<file path="config.mk">
export PLATFORM = sky130hd
export DESIGN_NAME = ysyx_25040105_fetch_ctrl_flat
export DESIGN_NICKNAME = d
export VERILOG_FILES = /design/src/rtl/ysyx_25040105_fetch_ctrl_if.sv /design/src/rtl/ysyx_25040105_fetch_ctrl.sv /design/src/flat_wrapper.sv
export SDC_FILE = /design/constraint.sdc
export NUM_CORES = 1
export LEC_CHECK = 0
export BUFFER_PORTS_ARGS = -buffer_cell sky130_fd_sc_hd__buf_2
export CAP_MARGIN = 20
export CORE_AREA = 2 2 120 145
export CTS_BUF_LIST = sky130_fd_sc_hd__clkbuf_8
export DETAILED_ROUTE_END_ITERATION = 16
export DIE_AREA = 0 0 122 147
export HOLD_SLACK_MARGIN = 0.02
export PLACE_DENSITY = 0.66
export SLEW_MARGIN = 20
export SYNTH_ARGS = -nofsm -noshare
export SYNTH_HDL_FRONTEND = slang
export SYNTH_SLANG_ARGS = --single-unit
</file>
<file path="constraint.sdc">
create_clock -name clk -period 4.8 [get_ports clk]
set_input_delay 0.24 -clock clk [delete_from_list [all_inputs] [get_ports clk]]
set_output_delay 0.24 -clock clk [all_outputs]
set_load 0.02 [all_outputs]
</file>
<file path="src/rtl/ysyx_25040105_fetch_ctrl_if.sv">
// rtl/ysyx_25040105_fetch_ctrl_if.sv - redirect, imem and decode ports of the fetch sequencer
interface ysyx_25040105_fetch_ctrl_if;
  logic        redirect_valid;
  logic [31:0] redirect_pc;
  logic        imem_req_valid;
  logic        imem_req_ready;
  logic [31:0] imem_req_addr;
  logic        imem_resp_valid;
  logic [31:0] imem_resp_data;
  logic        inst_valid;
  logic        inst_ready;
  logic [31:0] inst;
  logic [31:0] inst_pc;
  logic        fetch_err;
  logic        fetch_misalign;

  modport master (
    input  redirect_valid, redirect_pc, imem_req_ready, imem_resp_valid, imem_resp_data, inst_ready,
    output imem_req_valid, imem_req_addr, inst_valid, inst, inst_pc, fetch_err, fetch_misalign
  );

  modport slave (
    output redirect_valid, redirect_pc, imem_req_ready, imem_resp_valid, imem_resp_data, inst_ready,
    input  imem_req_valid, imem_req_addr, inst_valid, inst, inst_pc, fetch_err, fetch_misalign
  );
endinterface

</file>
<file path="src/rtl/ysyx_25040105_fetch_ctrl.sv">
// rtl/ysyx_25040105_fetch_ctrl.sv - instruction fetch sequencer with redirect and response watchdog
// Optional misaligned-redirect trap: YSYX_25040105_FETCH_MISALIGN_EN
module ysyx_25040105_fetch_ctrl #(
  parameter logic [31:0] RESET_PC    = 32'h8000_0000,
  parameter int unsigned TIMEOUT_CYC = 255
) (
  input logic                          clk,
  input logic                          rst,
  ysyx_25040105_fetch_ctrl_if.master   bus
);

  localparam logic [2:0] S_IDLE = 3'd0;
  localparam logic [2:0] S_REQ  = 3'd1;
  localparam logic [2:0] S_WAIT = 3'd2;
  localparam logic [2:0] S_OUT  = 3'd3;
  localparam logic [2:0] S_ERR  = 3'd4;

  localparam logic [31:0] TO_LAST = 32'(TIMEOUT_CYC) - 32'd1;

  logic [2:0]  state;
  logic [31:0] pc;
  logic        kill;
  logic [31:0] inst_q;
  logic [31:0] inst_pc_q;
  logic [31:0] wait_cnt;
  logic        err_q;
  logic        redir;
  logic        bad;
  logic        timeout_hit;

  assign redir       = bus.redirect_valid && (state != S_ERR);
  assign timeout_hit = (TIMEOUT_CYC != 0) && (wait_cnt >= TO_LAST);

`ifdef YSYX_25040105_FETCH_MISALIGN_EN
  logic mis_q;
  assign bad                = redir && (bus.redirect_pc[1:0] != 2'b00);
  assign bus.fetch_misalign = mis_q;

  always_ff @(posedge clk or negedge rst) begin
    if (!rst) begin
      mis_q <= 1'b0;
    end else if (bad) begin
      mis_q <= 1'b1;
    end
  end
`else
  assign bad                = 1'b0;
  assign bus.fetch_misalign = 1'b0;
`endif

  assign bus.imem_req_valid = (state == S_REQ);
  assign bus.imem_req_addr  = pc;
  assign bus.inst_valid     = (state == S_OUT);
  assign bus.inst           = inst_q;
  assign bus.inst_pc        = inst_pc_q;
  assign bus.fetch_err      = err_q;

  always_ff @(posedge clk or negedge rst) begin
    if (!rst) begin
      state     <= S_IDLE;
      pc        <= RESET_PC;
      kill      <= 1'b0;
      inst_q    <= 32'd0;
      inst_pc_q <= 32'd0;
      wait_cnt  <= 32'd0;
      err_q     <= 1'b0;
    end else if (bad) begin
      // Trap before the bad address ever reaches the request port.
      state <= S_ERR;
    end else begin
      case (state)
        S_IDLE: begin
          if (redir) pc <= bus.redirect_pc;
          state <= S_REQ;
        end
        S_REQ: begin
          if (redir) pc <= bus.redirect_pc;
          if (bus.imem_req_ready) begin
            state    <= S_WAIT;
            wait_cnt <= 32'd0;
            kill     <= redir;
          end
        end
        S_WAIT: begin
          wait_cnt <= wait_cnt + 32'd1;
          if (redir) pc <= bus.redirect_pc;
          if (bus.imem_resp_valid) begin
            kill <= 1'b0;
            if (kill || redir) begin
              state <= S_REQ;
            end else begin
              inst_q    <= bus.imem_resp_data;
              inst_pc_q <= pc;
              state     <= S_OUT;
            end
          end else if (redir) begin
            kill <= 1'b1;
          end else if (timeout_hit) begin
            state <= S_ERR;
            err_q <= 1'b1;
          end
        end
        S_OUT: begin
          // A redirect withdraws the instruction even if decode takes it this cycle.
          if (redir) begin
            pc    <= bus.redirect_pc;
            state <= S_REQ;
          end else if (bus.inst_ready) begin
            pc    <= pc + 32'd4;
            state <= S_REQ;
          end
        end
        S_ERR: begin
          state <= S_ERR;
        end
        default: begin
          state <= S_IDLE;
        end
      endcase
    end
  end

endmodule

</file>
<file path="src/flat_wrapper.sv">
// flat-port wrapper written by rule: the top's interface ports become plain ports
module ysyx_25040105_fetch_ctrl_flat 
#(
  parameter logic [31:0] RESET_PC    = 32'h8000_0000,
  parameter int unsigned TIMEOUT_CYC = 255
)
  (clk, rst, bus_redirect_valid, bus_redirect_pc, bus_imem_req_ready, bus_imem_resp_valid, bus_imem_resp_data, bus_inst_ready, bus_imem_req_valid, bus_imem_req_addr, bus_inst_valid, bus_inst, bus_inst_pc, bus_fetch_err, bus_fetch_misalign);
  ysyx_25040105_fetch_ctrl_if bus_i ();
  input logic clk;
  input logic rst;
  input wire logic [$bits(bus_i.redirect_valid)-1:0] bus_redirect_valid;
  input wire logic [$bits(bus_i.redirect_pc)-1:0] bus_redirect_pc;
  input wire logic [$bits(bus_i.imem_req_ready)-1:0] bus_imem_req_ready;
  input wire logic [$bits(bus_i.imem_resp_valid)-1:0] bus_imem_resp_valid;
  input wire logic [$bits(bus_i.imem_resp_data)-1:0] bus_imem_resp_data;
  input wire logic [$bits(bus_i.inst_ready)-1:0] bus_inst_ready;
  output wire logic [$bits(bus_i.imem_req_valid)-1:0] bus_imem_req_valid;
  output wire logic [$bits(bus_i.imem_req_addr)-1:0] bus_imem_req_addr;
  output wire logic [$bits(bus_i.inst_valid)-1:0] bus_inst_valid;
  output wire logic [$bits(bus_i.inst)-1:0] bus_inst;
  output wire logic [$bits(bus_i.inst_pc)-1:0] bus_inst_pc;
  output wire logic [$bits(bus_i.fetch_err)-1:0] bus_fetch_err;
  output wire logic [$bits(bus_i.fetch_misalign)-1:0] bus_fetch_misalign;
  assign bus_i.redirect_valid = bus_redirect_valid;
  assign bus_i.redirect_pc = bus_redirect_pc;
  assign bus_i.imem_req_ready = bus_imem_req_ready;
  assign bus_i.imem_resp_valid = bus_imem_resp_valid;
  assign bus_i.imem_resp_data = bus_imem_resp_data;
  assign bus_i.inst_ready = bus_inst_ready;
  assign bus_imem_req_valid = bus_i.imem_req_valid;
  assign bus_imem_req_addr = bus_i.imem_req_addr;
  assign bus_inst_valid = bus_i.inst_valid;
  assign bus_inst = bus_i.inst;
  assign bus_inst_pc = bus_i.inst_pc;
  assign bus_fetch_err = bus_i.fetch_err;
  assign bus_fetch_misalign = bus_i.fetch_misalign;
  ysyx_25040105_fetch_ctrl #(.RESET_PC(RESET_PC), .TIMEOUT_CYC(TIMEOUT_CYC)) u_core (.clk(clk), .rst(rst), .bus(bus_i));
endmodule
</file>
==> flow_summary.yaml, run 1 <==
run_status:
  status: "finished, final reports clean"
cells_and_area:
  diodes: 0
  multi_input_comb_area_um2: 2850
  num-fill-cells: 1573
  area_growth_pct: 27.5
  nets: 868
  finalNonFillerCells: 1024
  area.sequential_um2: 3330
  drive_above_1_share: 0.343
critical_path:
  cp-end-kind: "flop"
  critical_path_class: "reg -> reg"
  path_cells: "or3b_1 > nor4_4 > nand4_1 > o211ai_1 > o31ai_1"
  required_ps: 5130
  cp-start-kind: "flop"
  cp_slowest_stage_delay_ps: 710
  cp_max_fo: 18
  crit_arrival_ps: 2990
  slowest_stage: "or3b_1"
  r2r_cells: 5
power_and_ir_drop:
  p_clk_frac: 0.198
  comb_power_share: 0.388
  switchingPower_uw: 1860
  power_leakage_uw: 0.00374
  power_uw: 4450
  switching_share: 0.418
  ir_worst_vdd_uv: 221
  p_int_uw: 2590
  power_density_nw_per_um2: 550
  seq_power_share: 0.414
sta:
  fmax_mhz: 375
  relSlewSlack: 0.221
  min_period_ps: 2670
  final_hold_viol_count: 0
  rsz0062_at_grt: "no"
  finalSetupViolCount: 0
  fin_ws_ps: 2130
  worst_hold_slack_ps: 58.1
  tightest_slew_ps: 1160
  tns_ps: 0
  clock_skew_ps: 10.8
  layout_worst_path_cycle_share: 0.556
  drv_slew: 0
global_routing:
  grt_max_degree: 91
  grt_pass1_vias: 5268
  grt_overflow: 0
  grt_first_pass_wirelength_mm: 27.0
  antenna_found_initial: 0
  track_usage: 0.192
clock_tree:
  htree_levels: 4
  cts_buffers: 17
  cts_sinks: 133
  clockRootBuffer: "clkbuf_8"
  clk_path_buf_depth: 2
  cts_tree: "done"
  clk_pin_slew_ps: 80
  cts_resized: 0
  clk_latency_ps: 460
yosys:
  ys.flop_type: "dfrtp_1"
  synth_top_family_by_area: "simple AND/OR/NAND/NOR gates"
  synth_compound_area_frac: 0.144
  synth_seq_cells: 133
  synth_area_um2: 6350
  ys_warn_count: 0
  synth_xor_area_frac: 0
  synth.distinct_cells: 52
  syn-num-nets: 677
  avgSynthCellArea_um2: 10.5
  synth-seq-area-share: 0.524
  synth-edff-count: 0
  synthMuxAreaShare: 0.124
  syn_inst: 604
  async_flop_share: 1.00
  synth-simple-area-share: 0.171
  yosys.area_share.adder: 0.00591
floorplan:
  die_h_um: 147
  die_w_um: 122
  initial_core_util: 0.383
  rows: 52
  die-area_um2: 17900
  core_area_um2: 16600
  ios: 170
detailed_routing:
  vias: 5560
  via_per_inst: 5.43
  wl_per_cell_um: 16.6
  drtAntennaViolNets: 0
  drt_iter0_drc: 513
  drc: 0
  routed_wl_mm: 17.0
  dr.pass1.iters: 5
placement:
  numPlacedInstances: 954
  place.gp.congestion: 0.849
  io_buffers: 168
  dp_hpwl_mm: 11.6
  place_ws_ps: 2140
min_path:
  hold_path_class: "in -> reg"
  min_path_cells: 3
flow_run:
  cap_violations: 0
[sequential cells by signal (all words and copies together), names as in the netlist]
name                      flops
u_core.wait_cnt              32
u_core.bus.inst              32
u_core.bus.imem_req_addr     32
u_core.bus.fetch_err          1
u_core.bus.inst_pc           32
u_core.state                  3
u_core.kill                   1
[cell usage after synthesis, drive strengths merged (3+ instances only)]
master,count,area (um^2)
ha,3,37.5
or4,6,45.0
o22ai,10,62.6
a31oi,8,50.1
nor2,25,96.4
nand4,15,93.8
mux2i,8,80.1
or3,8,50.1
nor3,9,45.0
and2,3,18.8
o211ai,16,120
nor4,9,71.3
mux2,63,709
a41oi,3,26.3
buf,14,81.3
dfrtp,132,3300
inv,5,18.8
o31ai,12,90.1
and3,13,81.3
a2bb2oi,5,43.8
a311oi,5,43.8
o21ai,37,185
a211oi,4,30.0
and4,7,61.3
nand2,63,236
clkbuf,25,93.8
nand3,38,195
a21oi,32,160
[metrics by stage]
stage | area, um^2 | util
6_report | 8100 | 0.488
5_1_grt | 8100 | 0.488
4_1_cts | 8100 | 0.488
3_5_place_dp | 7350 | 0.443
3_3_place_gp | 7350 | 0.443
2_1_floorplan | 6350 | -
[power groups by stage]
stage	Sequential (uW)	Clock [uW]	Combinational, uW
detailed placement	1860	0	1710
CTS	1840	906	1740
finish	1840	880	1730
global route	1900	951	1860
global placement	1840	0	1700
floorplan	2230	0	693
[layout make-up]
cell class                 count  share of cell area
clock inverter                15              0.0164
tap                          216              0.0334
inverter                       5             0.00232
multi-input combinational    427               0.352
timing repair buffer         211               0.156
sequential                   133               0.411
clock buffer                  17              0.0289
[cell usage in the layout, fill, tap and decap left out, drive strengths merged, types with 13 or more instances in the layout]
cell | netlist | final
a21oi | 32 | 32
mux2 | 63 | 63
dlygate4sd3 | 0 | 38
buf | 14 | 173
nand2 | 63 | 63
nand3 | 38 | 38
and3 | 13 | 13
nand4 | 15 | 15
clkbuf | 25 | 17
o21ai | 37 | 37
dfrtp | 132 | 132
nor2 | 25 | 25
o211ai | 16 | 16
[per-layer routing]
metal	global-route usage	up-vias	share of wire
met5	0	-	0
li1	-	2648	-
met3	0.0419	16	0.060
met1	0.242	2706	0.42
met2	0.325	190	0.50
met4	0.0615	0	0.016
[what timing repair did]
| item | in CTS | in global routing |
|---|---|---|
| buffers inserted | 0 | 0 |
| hold endpoints to repair | 125 | 0 |
| hold buffers | 38 | 0 |
[worst paths after layout]
| kind | startpoint | to | slack, ps |
|---|---|---|---|
| max | u_core.state[2]$_DFFE_PN0P_ | u_core.wait_cnt[24]$_DFFE_PN0P_ | 2130 |
| min | bus_redirect_pc[25] | u_core.bus.imem_req_addr[25]$_DFFE_PN0P_ | 60 |
| max reg2reg | u_core.state[2]$_DFFE_PN0P_ | u_core.wait_cnt[24]$_DFFE_PN0P_ | 2130 |
| min reg2reg | u_core.wait_cnt[5]$_DFFE_PN0P_ | u_core.wait_cnt[5]$_DFFE_PN0P_ | 480 |
| max in group asynchronous | rst | u_core.bus.inst[24]$_DFFE_PN0P_ | 3250 |
| min in group asynchronous | rst | u_core.bus.inst_pc[15]$_DFFE_PN0P_ | 420 |
[kinds of logic (layout without fill, tap and decap cells)]
logic type,count (synthesis),count (layout)
AND/OR/NAND/NOR,208,208
AO/OA/AOI/OAI,144,144
flip-flops,133,133
multiplexers,71,71
buffers and inverters,44,248
adder cells (fa/ha/maj),3,3
other,1,1
[worst max-delay path, delay by kind of cell (launching register included)]
kind / cells / cell delay (ps)
compound gates: 2 / 430
flops: 1 / 530
simple gates: 3 / 1580
Note: power is estimated with default switching activity, not from simulation.
==> inputs of run 2 (changes only) <==
ABC_AREA = 1   (was unset)
CORE_AREA = 2 2 128 155   (was 2 2 120 145)
DIE_AREA = 0 0 130 157   (was 0 0 122 147)
PLACE_DENSITY = 0.65   (was 0.66)
clock period = 2.5 ns   (was 4.8 ns; I/O delays follow)
==> run 2 against run 1 <==
Effect of this change: maximum frequency is 48% higher; power grew 120%; die area up 14%; via count rose by 27%; first-iteration DRC count increased by 6.6%; sequential power is 100% higher; critical path type unchanged.
==> flow_summary.yaml, run 2 <==
sta:
  min_period_ps: 1800
  fin_ws_ps: 701
  tightest_slew_ps: 648
  finalSetupViolCount: 0
  fmax_mhz: 556
  layout_worst_path_cycle_share: 0.720
  final_hold_viol_count: 0
  clock_skew_ps: 9.23
  drv_slew: 0
  tns_ps: 0
  rsz0062_at_grt: "no"
  relSlewSlack: 0.568
critical_path:
  crit_arrival_ps: 2190
  crit_start: "u_core.state[1]$_DFFE_PN0P_"
  cp_max_fo: 14
  cp-start-kind: "flop"
  cp-end-kind: "flop"
  r2r_slack_ps: 700
  critical_path_class: "reg -> reg"
  r2r_cells: 8
  endpoint: "u_core.state[1]$_DFFE_PN0P_"
  required_ps: 2890
  r2r_end: "u_core.state[1]$_DFFE_PN0P_"
  r2r-start: "u_core.state[1]$_DFFE_PN0P_"
yosys:
  synth.distinct_cells: 35
  ys.flop_type: "dfrtp_1"
  syn-num-nets: 1030
  ys_warn_count: 0
  async_flop_share: 1.00
  synth_area_leader_cell: "dfrtp_1"
  synth_most_common_cell: "nand2_1"
  synth-seq-area-share: 0.461
  ys_top_cells_by_count: "nand2_1 (304), dfrtp_1 (132), nor2_1 (112), inv_1 (99), o21ai_0 (85)"
  yosysTopAreaCellShare: 0.458
  synth_seq_cells: 133
  synth_area_um2: 7220
  avgSynthCellArea_um2: 7.54
  synth-edff-count: 0
  syn_inst: 957
  ys_top_cells_by_area: "dfrtp_1 (46%), nand2_1 (16%), o21ai_0 (5.9%)"
cells_and_area:
  layout_common_cells: "nand2_1 (304), buf_2 (167), dfrtp_1 (132)"
  diodes: 0
  nets: 1258
  area_growth_pct: 29.2
  final_common_cell: "nand2_1"
  fin_util: 0.496
  num-fill-cells: 1850
  drive_above_1_share: 0.214
  finalNonFillerCells: 1454
global_routing:
  grt_overflow: 0
  antenna_found_initial: 0
  track_usage: 0.218
  grt_first_pass_wirelength_mm: 34.3
  grt_pass1_vias: 6771
  grt_max_degree: 70
floorplan:
  die_h_um: 157
  core_area_um2: 18800
  die-area_um2: 20400
  rows: 55
  die_w_um: 130
  initial_core_util: 0.384
  ios: 170
detailed_routing:
  drc: 0
  drt_iter0_drc: 547
  wl_per_cell_um: 15.1
  vias: 7066
  routed_wl_mm: 22.0
  dr.pass1.iters: 5
  drtAntennaViolNets: 0
  via_per_inst: 4.86
placement:
  io_buffers: 168
  place.gp.congestion: 0.951
  dp_hpwl_mm: 15.9
  place_ws_ps: 698
  numPlacedInstances: 1362
clock_tree:
  cts_tree: "done"
  clk_latency_ps: 450
  clk_path_buf_depth: 2
  clk_pin_slew_ps: 70
  htree_levels: 4
  post_cts.repair.setup_buffers: 0
  clockRootBuffer: "clkbuf_8"
  cts_buffers: 17
  cts_sinks: 133
  cts_resized: 0
power_and_ir_drop:
  power_leakage_uw: 0.00468
  seq_power_share: 0.382
  ir_worst_vdd_uv: 642
  switching_share: 0.450
  power_density_nw_per_um2: 1030
  switchingPower_uw: 4340
  comb_power_share: 0.434
  p_clk_frac: 0.184
  p_int_uw: 5310
min_path:
  hold_path_class: "in -> reg"
flow_run:
  cap_violations: 0
run_status:
  status: "finished, final reports clean"
[run 2: area by class of cell]
class / instances / area (um^2) / area share
Clock buffer: 19 / 262 / 0.0281
Multi-Input combinational cell: 692 / 3340 / 0.358
Sequential cell: 133 / 3330 / 0.357
Tap cell: 256 / 320 / 0.0344
Clock inverter: 13 / 118 / 0.0126
Timing Repair Buffer: 237 / 1570 / 0.168
Inverter: 104 / 390 / 0.0419
[run 2: critical path: stages (launching register included)]
cell     delay [ps]
dfrtp_1         500
nand2_2         120
nor2_1          160
nand2_1         390
o22ai_1         250
inv_1           110
nand3_1         110
nand2_1          60
nand2_1          60
[run 2: how the worst min path moves through the flow]
stage	startpoint	slack [ps]	cells after the start	to
after floorplan	rst	-170	0	u_core.bus.fetch_err$_DFFE_PN0P_
after global placement	rst	180	1	u_core.bus.inst_pc[0]$_DFFE_PN0P_
after detailed placement	rst	180	1	u_core.wait_cnt[17]$_DFFE_PN0P_
after CTS	bus_imem_resp_valid	20	3	u_core.bus.fetch_err$_DFFE_PN0P_
after global routing	bus_imem_resp_valid	40	3	u_core.bus.fetch_err$_DFFE_PN0P_
final	bus_redirect_pc[4]	50	3	u_core.bus.imem_req_addr[4]$_DFFE_PN0P_
[run 2: cell families (layout without fill, tap and decap cells)]
logic type / after synthesis / count (layout) / share of synthesized area
muxes: 36 / 36 / 0.0617
and+or+nand+nor: 525 / 525 / 0.297
buffers and inverters: 132 / 373 / 0.0782
xor gates and xnor gates: 4 / 4 / 0.00485
DFF: 133 / 133 / 0.461
AOI/OAI and AO/OA: 123 / 123 / 0.0909
other: 1 / 1 / 0.000520
adders and majority gates: 3 / 3 / 0.00520
[run 2: stage by stage]
stage	instance area (um^2)	hold WS [ps]	power, uW
after floorplan	7220	-171	6230
after global placement	8340	180	7760
after detailed placement	8340	182	7820
after CTS	9320	23.2	9700
after global routing	9320	42.9	10300
final	9320	51.8	9650
[run 2: routing by layer]
| metal | track usage | vias up | part of all wire |
|---|---|---|---|
| li1 | - | 3530 | - |
| met1 | 0.255 | 3275 | 0.40 |
| met2 | 0.391 | 223 | 0.51 |
| met3 | 0.0466 | 38 | 0.060 |
| met4 | 0.0783 | 0 | 0.023 |
| met5 | 0 | - | 0 |
[run 2: what timing repair did]
action,4_1_cts,5_1_grt
endpoints found under the hold margin,125,0
setup endpoints to repair,0,0
hold buffers,60,0
[run 2: power groups by stage]
| stage | sequential (uW) | clock, uW | combinational (uW) |
|---|---|---|---|
| 2_1_floorplan | 4440 | 0 | 1790 |
| 3_3_place_gp | 3670 | 0 | 4090 |
| 3_5_place_dp | 3690 | 0 | 4130 |
| 4_1_cts | 3660 | 1830 | 4210 |
| 5_1_grt | 3790 | 1910 | 4590 |
| 6_report | 3680 | 1770 | 4190 |
